[config.mk]
export PLATFORM = sky130hd
export DESIGN_NAME = pipelined_adder
export DESIGN_NICKNAME = d
export VERILOG_FILES = /design/src/rtl/pipelined_adder.sv
export SDC_FILE = /design/constraint.sdc
export NUM_CORES = 1
export LEC_CHECK = 0
export BUFFER_PORTS_ARGS = -buffer_cell sky130_fd_sc_hd__buf_2
export CORE_MARGIN = 4
export CORE_UTILIZATION = 38
export DETAILED_ROUTE_END_ITERATION = 8
export PLACE_DENSITY = 0.65
export SLEW_MARGIN = 40
export SYNTH_ARGS = -nofsm -noshare
export SYNTH_HDL_FRONTEND = slang
export SYNTH_SLANG_ARGS = --single-unit
[constraint.sdc]
create_clock -name clk_in -period 2.8 [get_ports clk_in]
set_input_delay 0.28 -clock clk_in [delete_from_list [all_inputs] [get_ports clk_in]]
set_output_delay 0.28 -clock clk_in [all_outputs]
set_load 0.01 [all_outputs]
[src/rtl/pipelined_adder.sv]
// Pipelined WIDTH-bit adder/subtractor: one CHUNK-bit slice resolved per stage, carry rippling
// between stages, valid/ready flow control with the last stage acting as the output register.
module pipelined_adder #(
    parameter int unsigned WIDTH = 8,
    parameter int unsigned CHUNK = 4
) (
    input  logic             clk_in,
    input  logic             rst_in,
    input  logic             in_valid,
    output logic             in_ready,
    input  logic [WIDTH-1:0] a_in,
    input  logic [WIDTH-1:0] b_in,
    input  logic             c_in,
    input  logic             sub_in,
    output logic             out_valid,
    input  logic             out_ready,
    output logic [WIDTH-1:0] sum_out,
    output logic             car_out,
    output logic             ovf_out
);
    localparam int unsigned STAGES = WIDTH / CHUNK;

    // Per-stage fields are packed back to back into flat vectors; these give each stage's offset.
    function automatic int unsigned sum_off(input int unsigned k);
        return CHUNK * k * (k + 1) / 2;
    endfunction

    function automatic int unsigned pend_off(input int unsigned k);
        return k * WIDTH - sum_off(k);
    endfunction

    logic             w_advance;
    logic [WIDTH-1:0] w_b_eff;
    logic             w_cin_eff;

    assign w_advance = !out_valid || out_ready;
    assign in_ready  = w_advance;
    assign w_b_eff   = sub_in ? ~b_in : b_in;
    assign w_cin_eff = sub_in | c_in;

    generate
        if (STAGES == 1) begin : g_single
            logic             r_valid;
            logic             r_carry;
            logic             r_cmsb;
            logic [WIDTH-1:0] r_sum;
            logic [WIDTH:0]   w_add;
            logic             w_cmsb;

            assign w_add  = {1'b0, a_in} + {1'b0, w_b_eff} + {{WIDTH{1'b0}}, w_cin_eff};
            assign w_cmsb = a_in[WIDTH-1] ^ w_b_eff[WIDTH-1] ^ w_add[WIDTH-1];

            always_ff @(posedge clk_in) begin
                if (rst_in) begin
                    r_valid <= 1'b0;
                    r_sum   <= '0;
                    r_carry <= 1'b0;
                    r_cmsb  <= 1'b0;
                end else if (w_advance) begin
                    r_valid <= in_valid;
                    r_sum   <= w_add[WIDTH-1:0];
                    r_carry <= w_add[WIDTH];
                    r_cmsb  <= w_cmsb;
                end
            end

            assign out_valid = r_valid;
            assign sum_out   = r_sum;
            assign car_out   = r_carry;
            assign ovf_out   = r_carry ^ r_cmsb;
        end else begin : g_multi
            localparam int unsigned SumTot  = sum_off(STAGES);
            localparam int unsigned PendTot = pend_off(STAGES);

            logic [STAGES-1:0]  r_valid;
            logic [STAGES-1:0]  r_carry;
            logic [SumTot-1:0]  r_sum;
            logic [PendTot-1:0] r_a;
            logic [PendTot-1:0] r_b;
            logic               r_cmsb;

            logic [STAGES-1:0]  w_valid_d;
            logic [STAGES-1:0]  w_carry_d;
            logic [SumTot-1:0]  w_sum_d;
            logic [PendTot-1:0] w_a_d;
            logic [PendTot-1:0] w_b_d;
            logic               w_cmsb_d;

            for (genvar k = 0; k < STAGES; k++) begin : g_stage
                localparam int unsigned SO = sum_off(k);
                localparam int unsigned PW = WIDTH - (k + 1) * CHUNK;

                logic [CHUNK-1:0] w_a_sl;
                logic [CHUNK-1:0] w_b_sl;
                logic             w_ci;
                logic [CHUNK:0]   w_add;

                if (k == 0) begin : g_first
                    assign w_a_sl       = a_in[CHUNK-1:0];
                    assign w_b_sl       = w_b_eff[CHUNK-1:0];
                    assign w_ci         = w_cin_eff;
                    assign w_valid_d[0] = in_valid;
                    assign w_a_d[PW-1:0] = a_in[WIDTH-1:CHUNK];
                    assign w_b_d[PW-1:0] = w_b_eff[WIDTH-1:CHUNK];
                end else begin : g_next
                    // Predecessor's pending slices, right-justified: slice k sits at the bottom.
                    localparam int unsigned PO = pend_off(k - 1);

                    assign w_a_sl       = r_a[PO +: CHUNK];
                    assign w_b_sl       = r_b[PO +: CHUNK];
                    assign w_ci         = r_carry[k-1];
                    assign w_valid_d[k] = r_valid[k-1];
                    assign w_sum_d[SO +: k*CHUNK] = r_sum[sum_off(k - 1) +: k*CHUNK];

                    if (PW > 0) begin : g_pend
                        assign w_a_d[pend_off(k) +: PW] = r_a[PO + CHUNK +: PW];
                        assign w_b_d[pend_off(k) +: PW] = r_b[PO + CHUNK +: PW];
                    end
                end

                assign w_add = {1'b0, w_a_sl} + {1'b0, w_b_sl} + {{CHUNK{1'b0}}, w_ci};
                assign w_carry_d[k] = w_add[CHUNK];
                assign w_sum_d[SO + k*CHUNK +: CHUNK] = w_add[CHUNK-1:0];

                if (k == STAGES - 1) begin : g_last
                    assign w_cmsb_d = w_a_sl[CHUNK-1] ^ w_b_sl[CHUNK-1] ^ w_add[CHUNK-1];
                end
            end

            always_ff @(posedge clk_in) begin
                if (rst_in) begin
                    r_valid <= '0;
                    r_carry <= '0;
                    r_sum   <= '0;
                    r_a     <= '0;
                    r_b     <= '0;
                    r_cmsb  <= 1'b0;
                end else if (w_advance) begin
                    r_valid <= w_valid_d;
                    r_carry <= w_carry_d;
                    r_sum   <= w_sum_d;
                    r_a     <= w_a_d;
                    r_b     <= w_b_d;
                    r_cmsb  <= w_cmsb_d;
                end
            end

            assign out_valid = r_valid[STAGES-1];
            assign sum_out   = r_sum[sum_off(STAGES - 1) +: WIDTH];
            assign car_out   = r_carry[STAGES-1];
            assign ovf_out   = r_carry[STAGES-1] ^ r_cmsb;
        end
    endgenerate

endmodule

==> impl_metrics.ini, run 1 <==
[synthesis]
yosysUniqueCellTypes = 29
ys_ff_latch = 25
yosys_warnings = 0
ys_seq_area_frac = 0.376
netlist_instances = 147
synth_nets = 179
synth.cell_area_um2 = 1330
syn_area_per_cell_um2 = 9.05

[finish]
fin_area_um2 = 1460
nets = 201
final_cell_mix = 33 x buf_2, 26 x nand2_1, 25 x dfxtp_1
diodes = 0
drive_above_1_share = 0.262
instances_no_fill = 214
area_delta_synth_final_pct = 9.88
final_common_cell = buf_2

[timing]
drv_slew = 0
fin_crit_sh = 0.683
rsz0062_at_grt = false
worst_slew_pin_slew_ns = 0.512
hold_violations = 0
hold-worst-slack_ns = 0.173
period_needed_ns = 1.91
setup_viol_count_final = 0
slew_headroom = 0.659
skew_ns = 0.00392
finalSetupTns_ns = 0
clock.fmax_mhz = 523

[critical_path]
timing.rr.start = g_multi.r_carry[0]$_SDFFE_PP0P_
crit_path_end_kind = primary output
critPathLaunch = g_multi.r_valid[1]$_SDFFE_PP0P_
reg2reg_depth = 4
r2r-end = g_multi.r_sum[9]$_SDFFE_PP0P_
cp_max_fo = 29
crit_arrival_ns = 1.63
cp.required_ns = 2.52
r2r_setup_slack_ns = 1.24
startpoint_type = flip-flop
crit_end = in_ready
setup.worst_path.class = reg2out

[pwr]
leakage_nw = 0.660
vdd_drop_max_uv = 182
p_per_area_nw_per_um2 = 520

[clock_tree]
cts.sinks = 25
cts_resized = 0
clk_pin_slew_ns = 0.14
cts_max_level = 1
cts_tree = done
clkLatencyLatePin_ns = 0.33
postCtsSetupRepairBufs = 0
clockRootBuffer = clkbuf_4
clockBufferDepth = 2
cts_buffers = 3
hold_buffers = 0

[global_routing]
grt_pass1_vias = 944
grt_usage = 0.117
grt_max_degree = 30
grt-ovfl-total = 0
grt_pass1_wl_um = 4110
antenna_found_initial = 0

[placement]
hpwl_um = 1860
port-buffer-count = 33
place_area_um2 = 1440
gp_congestion = 0.787
placedCellCount = 210

[floorplan]
die_area_um2 = 4510
start_util = 0.395
ios = 34
core_area_um2 = 3360
die_w_um = 67.2
rows = 21
die_y_um = 67.2

[detailed_routing]
route.detailed.drc = 0
first_pass_iters = 4
ant_nets = 0
vias_per_cell = 4.71
drt_wl_total_um = 2580
wl_per_cell_um = 12.0
routed-via-count = 1008
drt_iter0_markers = 61

[min_path]
worstHoldPathType = in2reg
hold_depth = 3

[job]
drv_cap = 0

[status]
outcome = finished clean
[metal layers]
layer  wire length (um)  global-route usage  up-vias
met5                  0                   0        -
met4                 53              0.0608        0
met1               1150               0.143      457
met3                143              0.0166        4
li1                   -                   -      522
met2               1230               0.200       25
[critical path, stage by stage (launching register included)]
cell and delay [ns]:
dfxtp_1 0.35, nor2b_4 0.12, buf_4 0.20, inv_2 0.39, buf_2 0.22
[cell families after synthesis]
logic type / after synthesis / share of synthesized area
XOR/XNOR: 11 / 0.0724
adder cells (fa/ha/maj): 10 / 0.117
buffers and inverters: 21 / 0.105
flip-flops: 25 / 0.376
AO/OA/AOI/OAI: 30 / 0.161
AND/OR/NAND/NOR: 50 / 0.168
[cells in the mapped netlist]
cell type	instances	share of area
inv_2	1	0.0028
xnor2_1	5	0.033
buf_6	2	0.017
xor2_1	6	0.040
nand2b_1	1	0.0047
o21ai_0	1	0.0038
ha_1	6	0.056
a21oi_1	15	0.056
buf_2	4	0.015
buf_4	11	0.062
a311oi_1	1	0.0066
nand3b_1	2	0.011
fa_1	4	0.060
nand2_1	26	0.073
nor2b_1	2	0.0094
inv_1	3	0.0085
or3_1	1	0.0047
o211ai_2	1	0.0094
a21o_1	2	0.011
or2_2	1	0.0047
a211oi_2	3	0.028
nor2_1	12	0.034
nand3_1	2	0.0075
nand4_1	1	0.0047
a211oi_1	5	0.028
nor3_1	1	0.0038
a2111o_1	2	0.017
nor2b_4	1	0.010
dfxtp_1	25	0.38
[power by group]
part | switching, W | internal (W)
Sequential | 0.0000198 | 0.000393
Combinational | 0.0000918 | 0.0000845
Clock | 0.000115 | 0.0000559
Total | 0.000227 | 0.000534
[final cells by class]
| cell class | count | area [um^2] |
|---|---|---|
| Fill cell | 367 | 1900 |
| Sequential cell | 25 | 500 |
| Tap cell | 46 | 57.6 |
| Inverter | 4 | 15.0 |
| Timing Repair Buffer | 34 | 173 |
| Multi-Input combinational cell | 101 | 689 |
| Clock buffer | 4 | 26.3 |
[registers in the layout, indices dropped and copies added, names as in the netlist]
name / cells
g_multi.r_sum: 12
g_multi.r_carry: 2
g_multi.g_stage.w_a_sl: 4
g_multi.r_cmsb: 1
g_multi.r_valid: 2
g_multi.g_stage.w_b_sl: 4
[how the worst min path moves through the flow]
stage / start / slack, ns / end
finish: a_in[5] / 0.17 / g_multi.g_stage[1].w_a_sl[1]$_SDFFE_PP0P_
global route: in_valid / 0.20 / g_multi.r_valid[0]$_SDFFE_PP0P_
CTS: a_in[5] / 0.17 / g_multi.g_stage[1].w_a_sl[1]$_SDFFE_PP0P_
detailed placement: g_multi.r_sum[8]$_SDFFE_PP0P_ / 0.44 / g_multi.r_sum[8]$_SDFFE_PP0P_
global placement: g_multi.r_sum[4]$_SDFFE_PP0P_ / 0.44 / g_multi.r_sum[4]$_SDFFE_PP0P_
floorplan: a_in[4] / 0.42 / g_multi.g_stage[1].w_a_sl[0]$_SDFFE_PP0P_
[per-stage QoR]
stage / utilization / setup WS, ns / total power [W]
finish: 0.435 / 0.887 / 0.000761
global route: 0.435 / 0.813 / 0.000794
CTS: 0.435 / 0.883 / 0.000766
detailed placement: 0.427 / 0.520 / 0.000599
global placement: 0.427 / 0.579 / 0.000592
floorplan: - / 0.686 / 0.000564
(Power assumes the default switching activity.)
==> run 2: changes to the inputs <==
==> constraint.sdc (replaced) <==
create_clock -name clk_in -period 2 [get_ports clk_in]
set_input_delay 0.2 -clock clk_in [delete_from_list [all_inputs] [get_ports clk_in]]
set_output_delay 0.2 -clock clk_in [all_outputs]
set_load 0.01 [all_outputs]
==> impl_metrics.ini, run 2 (synthesized netlist as in run 1, its figures left out) <==
[status]
outcome = finished clean

[critical_path]
crit_arrival_ns = 1.89
cp_max_fo = 4
cp.required_ns = 2.19
crit_path_end_kind = flip-flop
startpoint_type = input pin
crit_path_top_delay_cell = fa_1
critical-path-top-delay-family = adder cells
reg2reg_depth = 6
worst-path-stages = 7
worstPathCellList = buf_2 -> or2_2 -> fa_1 -> fa_2 -> a21o_1 -> a211oi_1 -> nor3_1
max_stage_delay_ns = 0.41
path_buf_inv = 1
setup.worst_path.class = in2reg

[global_routing]
grt_usage = 0.121
antenna_found_initial = 0
grt-ovfl-total = 0
grt_pass1_wl_um = 4190
grt_max_degree = 30
grt_pass1_vias = 980

[placement]
gp_congestion = 0.799
pre_cts_slack_ns = -0.0580
hpwl_um = 1830
port-buffer-count = 33

[finish]
top_register = g_multi.r_sum
final_common_cell = buf_2
drive_above_1_share = 0.281
final_cell_mix = 33 x buf_2, 26 x nand2_1, 25 x dfxtp_1
area_delta_synth_final_pct = 11.8
nets = 204
diodes = 0
largest_reg_flops = 12
final_util = 0.442

[timing]
worst_slew_pin_slew_ns = 0.525
clock.fmax_mhz = 588
finalWorstSetupSlack_ns = 0.300
fin_crit_sh = 0.850
finalSetupTns_ns = 0
period_needed_ns = 1.70
hold_violations = 0
rsz0062_at_grt = false
skew_ns = 0.00399
setup_viol_count_final = 0
slew_headroom = 0.650
drv_slew = 0

[clock_tree]
clockRootBuffer = clkbuf_4
cts_tree = done
cts_max_level = 1
clk_pin_slew_ns = 0.13
clockBufferDepth = 2
cts_buffers = 3
clkLatencyLatePin_ns = 0.31
hold_buffers = 0
postCtsSetupRepairBufs = 0
cts.sinks = 25
cts_resized = 0

[min_path]
hold_depth = 3
worstHoldPathType = in2reg

[floorplan]
die_y_um = 67.2
die_area_um2 = 4510
start_util = 0.395
core_area_um2 = 3360
ios = 34
die_w_um = 67.2
rows = 21

[detailed_routing]
drt_wl_total_um = 2440
vias_per_cell = 4.66
route.detailed.drc = 0
ant_nets = 0
first_pass_iters = 4
wl_per_cell_um = 11.2
routed-via-count = 1012
drt_iter0_markers = 32

[pwr]
power_w = 0.00105
leakage_nw = 0.674
p_per_area_nw_per_um2 = 707
vdd_drop_max_uv = 250

[job]
drv_cap = 0
run 2: cell count changes in the layout (fill, tap and decap cells not counted):
cell / before / now
buf_4: 1 / 4
fa_1: 4 / 3
fa_2: 0 / 1
run 2: through the flow:
stage | cells | hold WS [ns] | cell area, um^2
after floorplan | 147 | 0.340 | 1330
after global placement | 213 | 0.436 | 1460
after detailed placement | 213 | 0.440 | 1460
after CTS | 217 | 0.106 | 1490
after global routing | 217 | 0.112 | 1490
final | 217 | 0.115 | 1490
run 2: layer usage:
layer,routed length (um),share of wire,vias to the layer above,GRT usage
li1,-,-,538,-
met1,1060,0.44,457,0.143
met2,1250,0.51,15,0.221
met3,96,0.039,2,0.0133
met4,27,0.011,0,0.0532
met5,0,0,-,0
run 2: worst paths after layout:
path                                   start                                        end  slack [ns]
max                                   sub_in            g_multi.r_carry[0]$_SDFFE_PP0P_        0.30
min                                  a_in[6]  g_multi.g_stage[1].w_a_sl[2]$_SDFFE_PP0P_        0.11
max reg2reg  g_multi.r_carry[0]$_SDFFE_PP0P_            g_multi.r_carry[1]$_SDFFE_PP0P_        0.42
min reg2reg    g_multi.r_sum[6]$_SDFFE_PP0P_              g_multi.r_sum[6]$_SDFFE_PP0P_        0.45
run 2: cell type report:
type                       instances  area (um^2)
sequential                        25          500
fill                             351         1880
multi-input combinational        101          692
clock buffer                       4         26.3
inverter                           4         15.0
timing repair buffer              37          195
tap                               46         57.6
run 2: where the power goes:
part	switching [W]	internal (W)	total (W)
sequential	0.0000267	0.000550	0.000577
clock	0.000145	0.0000778	0.000223
combinational	0.000128	0.000123	0.000251
run 2: worst reg2reg max path: stages, from the launching register on:
cell and delay, ns:
dfxtp_1 0.35, fa_1 0.46, inv_1 0.09, fa_1 0.21, nor2b_1 0.06, o21ai_0 0.21, a211oi_2 0.09
==> run 3: changes to the inputs <==
--- a/config.mk
+++ b/config.mk
@@ -9,7 +9,7 @@
 export CORE_MARGIN = 4
 export CORE_UTILIZATION = 38
 export DETAILED_ROUTE_END_ITERATION = 8
-export PLACE_DENSITY = 0.65
+export PLACE_DENSITY = 0.68
 export SLEW_MARGIN = 40
 export SYNTH_ARGS = -nofsm -noshare
 export SYNTH_HDL_FRONTEND = slang
==> constraint.sdc (replaced) <==
create_clock -name clk_in -period 1.5 [get_ports clk_in]
set_input_delay 0.15 -clock clk_in [delete_from_list [all_inputs] [get_ports clk_in]]
set_output_delay 0.15 -clock clk_in [all_outputs]
set_load 0.01 [all_outputs]
==> impl_metrics.ini, run 3 (synthesized netlist as in run 1, its figures left out) <==
[placement]
pre_cts_slack_ns = -0.368
gp_congestion = 0.809
hpwl_um = 1900
port-buffer-count = 33
placedCellCount = 217

[status]
outcome = finished clean

[job]
drv_cap = 0

[timing]
period_needed_ns = 1.48
hold-worst-slack_ns = 0.0213
finalSetupTns_ns = 0
fin_crit_sh = 0.984
rsz0062_at_grt = true
clock.fmax_mhz = 678
setup_viol_count_final = 0
worst_slew_pin_slew_ns = 0.274
finalWorstSetupSlack_ns = 0.0244
hold_violations = 0
drv_slew = 0
slew_headroom = 0.818
skew_ns = 0.00301

[global_routing]
grt_usage = 0.124
grt_pass1_vias = 976
antenna_found_initial = 0
grt-ovfl-total = 0
grt_max_degree = 30
grt_pass1_wl_um = 4350

[critical_path]
r2r-end = g_multi.r_sum[9]$_SDFFE_PP0P_
crit_arrival_ns = 1.73
critical-path-top-delay-family = adder cells
timing.rr.start = g_multi.g_stage[1].w_b_sl[0]$_SDFFE_PP0P_
path_buf_inv = 1
crit_path_end_kind = flip-flop
cp.required_ns = 1.76
cp_max_fo = 2
startpoint_type = flip-flop
crit_path_top_delay_cell = fa_2
max_stage_delay_ns = 0.42
r2r_setup_slack_ns = 0.02
worstPathCellList = fa_2 -> inv_2 -> fa_2 -> a211oi_2
setup.worst_path.class = reg2reg
reg2reg_depth = 4
worst-path-stages = 4
path_common_cell = fa_2
crit_end = g_multi.r_sum[9]$_SDFFE_PP0P_
critPathLaunch = g_multi.g_stage[1].w_b_sl[0]$_SDFFE_PP0P_

[finish]
final_util = 0.465
area_delta_synth_final_pct = 17.7
instances_no_fill = 221
final_cell_mix = 31 x buf_2, 26 x nand2_1, 22 x dfxtp_1
nets = 208
final_common_cell = buf_2
diodes = 0
top_register = g_multi.r_sum
largest_reg_flops = 12
drive_above_1_share = 0.360

[clock_tree]
postCtsSetupRepairBufs = 0
clockRootBuffer = clkbuf_4
clkLatencyLatePin_ns = 0.32
hold_buffers = 0
cts_buffers = 3
cts_tree = done
clk_pin_slew_ns = 0.14
cts.sinks = 25
cts_max_level = 1
clockBufferDepth = 2

[detailed_routing]
drt_iter0_markers = 24
drt_wl_total_um = 2500
ant_nets = 0
route.detailed.drc = 0
first_pass_iters = 4
routed-via-count = 1042
vias_per_cell = 4.71
wl_per_cell_um = 11.3

[floorplan]
die_area_um2 = 4510
core_area_um2 = 3360
ios = 34
die_y_um = 67.2
start_util = 0.395
rows = 21
die_w_um = 67.2

[pwr]
p_per_area_nw_per_um2 = 934
vdd_drop_max_uv = 369
leakage_nw = 0.706

[min_path]
worstHoldPathType = in2reg
## run 3: cell types whose count changed in the layout (fill, tap and decap cells not counted), moves of 3 or more
cell	previous run	this run
buf_4	4	8
dfxtp_1	25	22
dfxtp_2	0	3
fa_1	3	0
fa_2	1	4
## run 3: worst min-delay path by stage
stage                 start                                        end  slack (ns)  depth (start not counted)
CTS                  rst_in            g_multi.r_valid[0]$_SDFFE_PP0P_        0.02                          2
detailed placement   rst_in            g_multi.r_valid[0]$_SDFFE_PP0P_        0.38                          2
finish               rst_in            g_multi.r_valid[0]$_SDFFE_PP0P_        0.02                          2
global placement     rst_in            g_multi.r_valid[0]$_SDFFE_PP0P_        0.37                          2
floorplan           a_in[4]  g_multi.g_stage[1].w_a_sl[0]$_SDFFE_PP0P_        0.29                          2
global route         rst_in            g_multi.r_valid[0]$_SDFFE_PP0P_        0.02                          2
## run 3: area by class of cell
class	instances	area, um^2
Fill cell	352	1800
Multi-Input combinational cell	101	718
Sequential cell	25	504
Timing Repair Buffer	41	238
Tap cell	46	57.6
Clock buffer	3	22.5
Inverter	4	17.5
Clock inverter	1	7.51
## run 3: what timing repair did
action | 4_1_cts | 5_1_grt
setup endpoints to repair | 6 | 4
resized for setup | 7 | 6
pin swaps | 1 | 2
## run 3: worst register-to-register path: stages (launching register included)
cell      delay, ns
dfxtp_2        0.36
fa_2           0.39
inv_2          0.06
fa_2           0.42
a211oi_2       0.17
## run 3: metrics by stage
step | area, um^2 | power, W
after floorplan | 1360 | 0.00106
after global placement | 1500 | 0.00114
after detailed placement | 1500 | 0.00115
after CTS | 1540 | 0.00146
after global routing | 1570 | 0.00155
final | 1570 | 0.00146
## run 3: per-layer routing
metal,global-route usage,share of wire,up-vias
li1,-,-,540
met1,0.158,0.44,472
met2,0.210,0.49,26
met3,0.0200,0.052,4
met4,0.0456,0.015,0
met5,0,0,-
## run 3: report_power, final
group / leakage (nW) / switching, W / internal [W] / total (W)
logic: 0.484 / 0.000182 / 0.000192 / 0.000375
registers: 0.208 / 0.0000377 / 0.000735 / 0.000773
clock network: 0.0139 / 0.000212 / 0.000102 / 0.000314
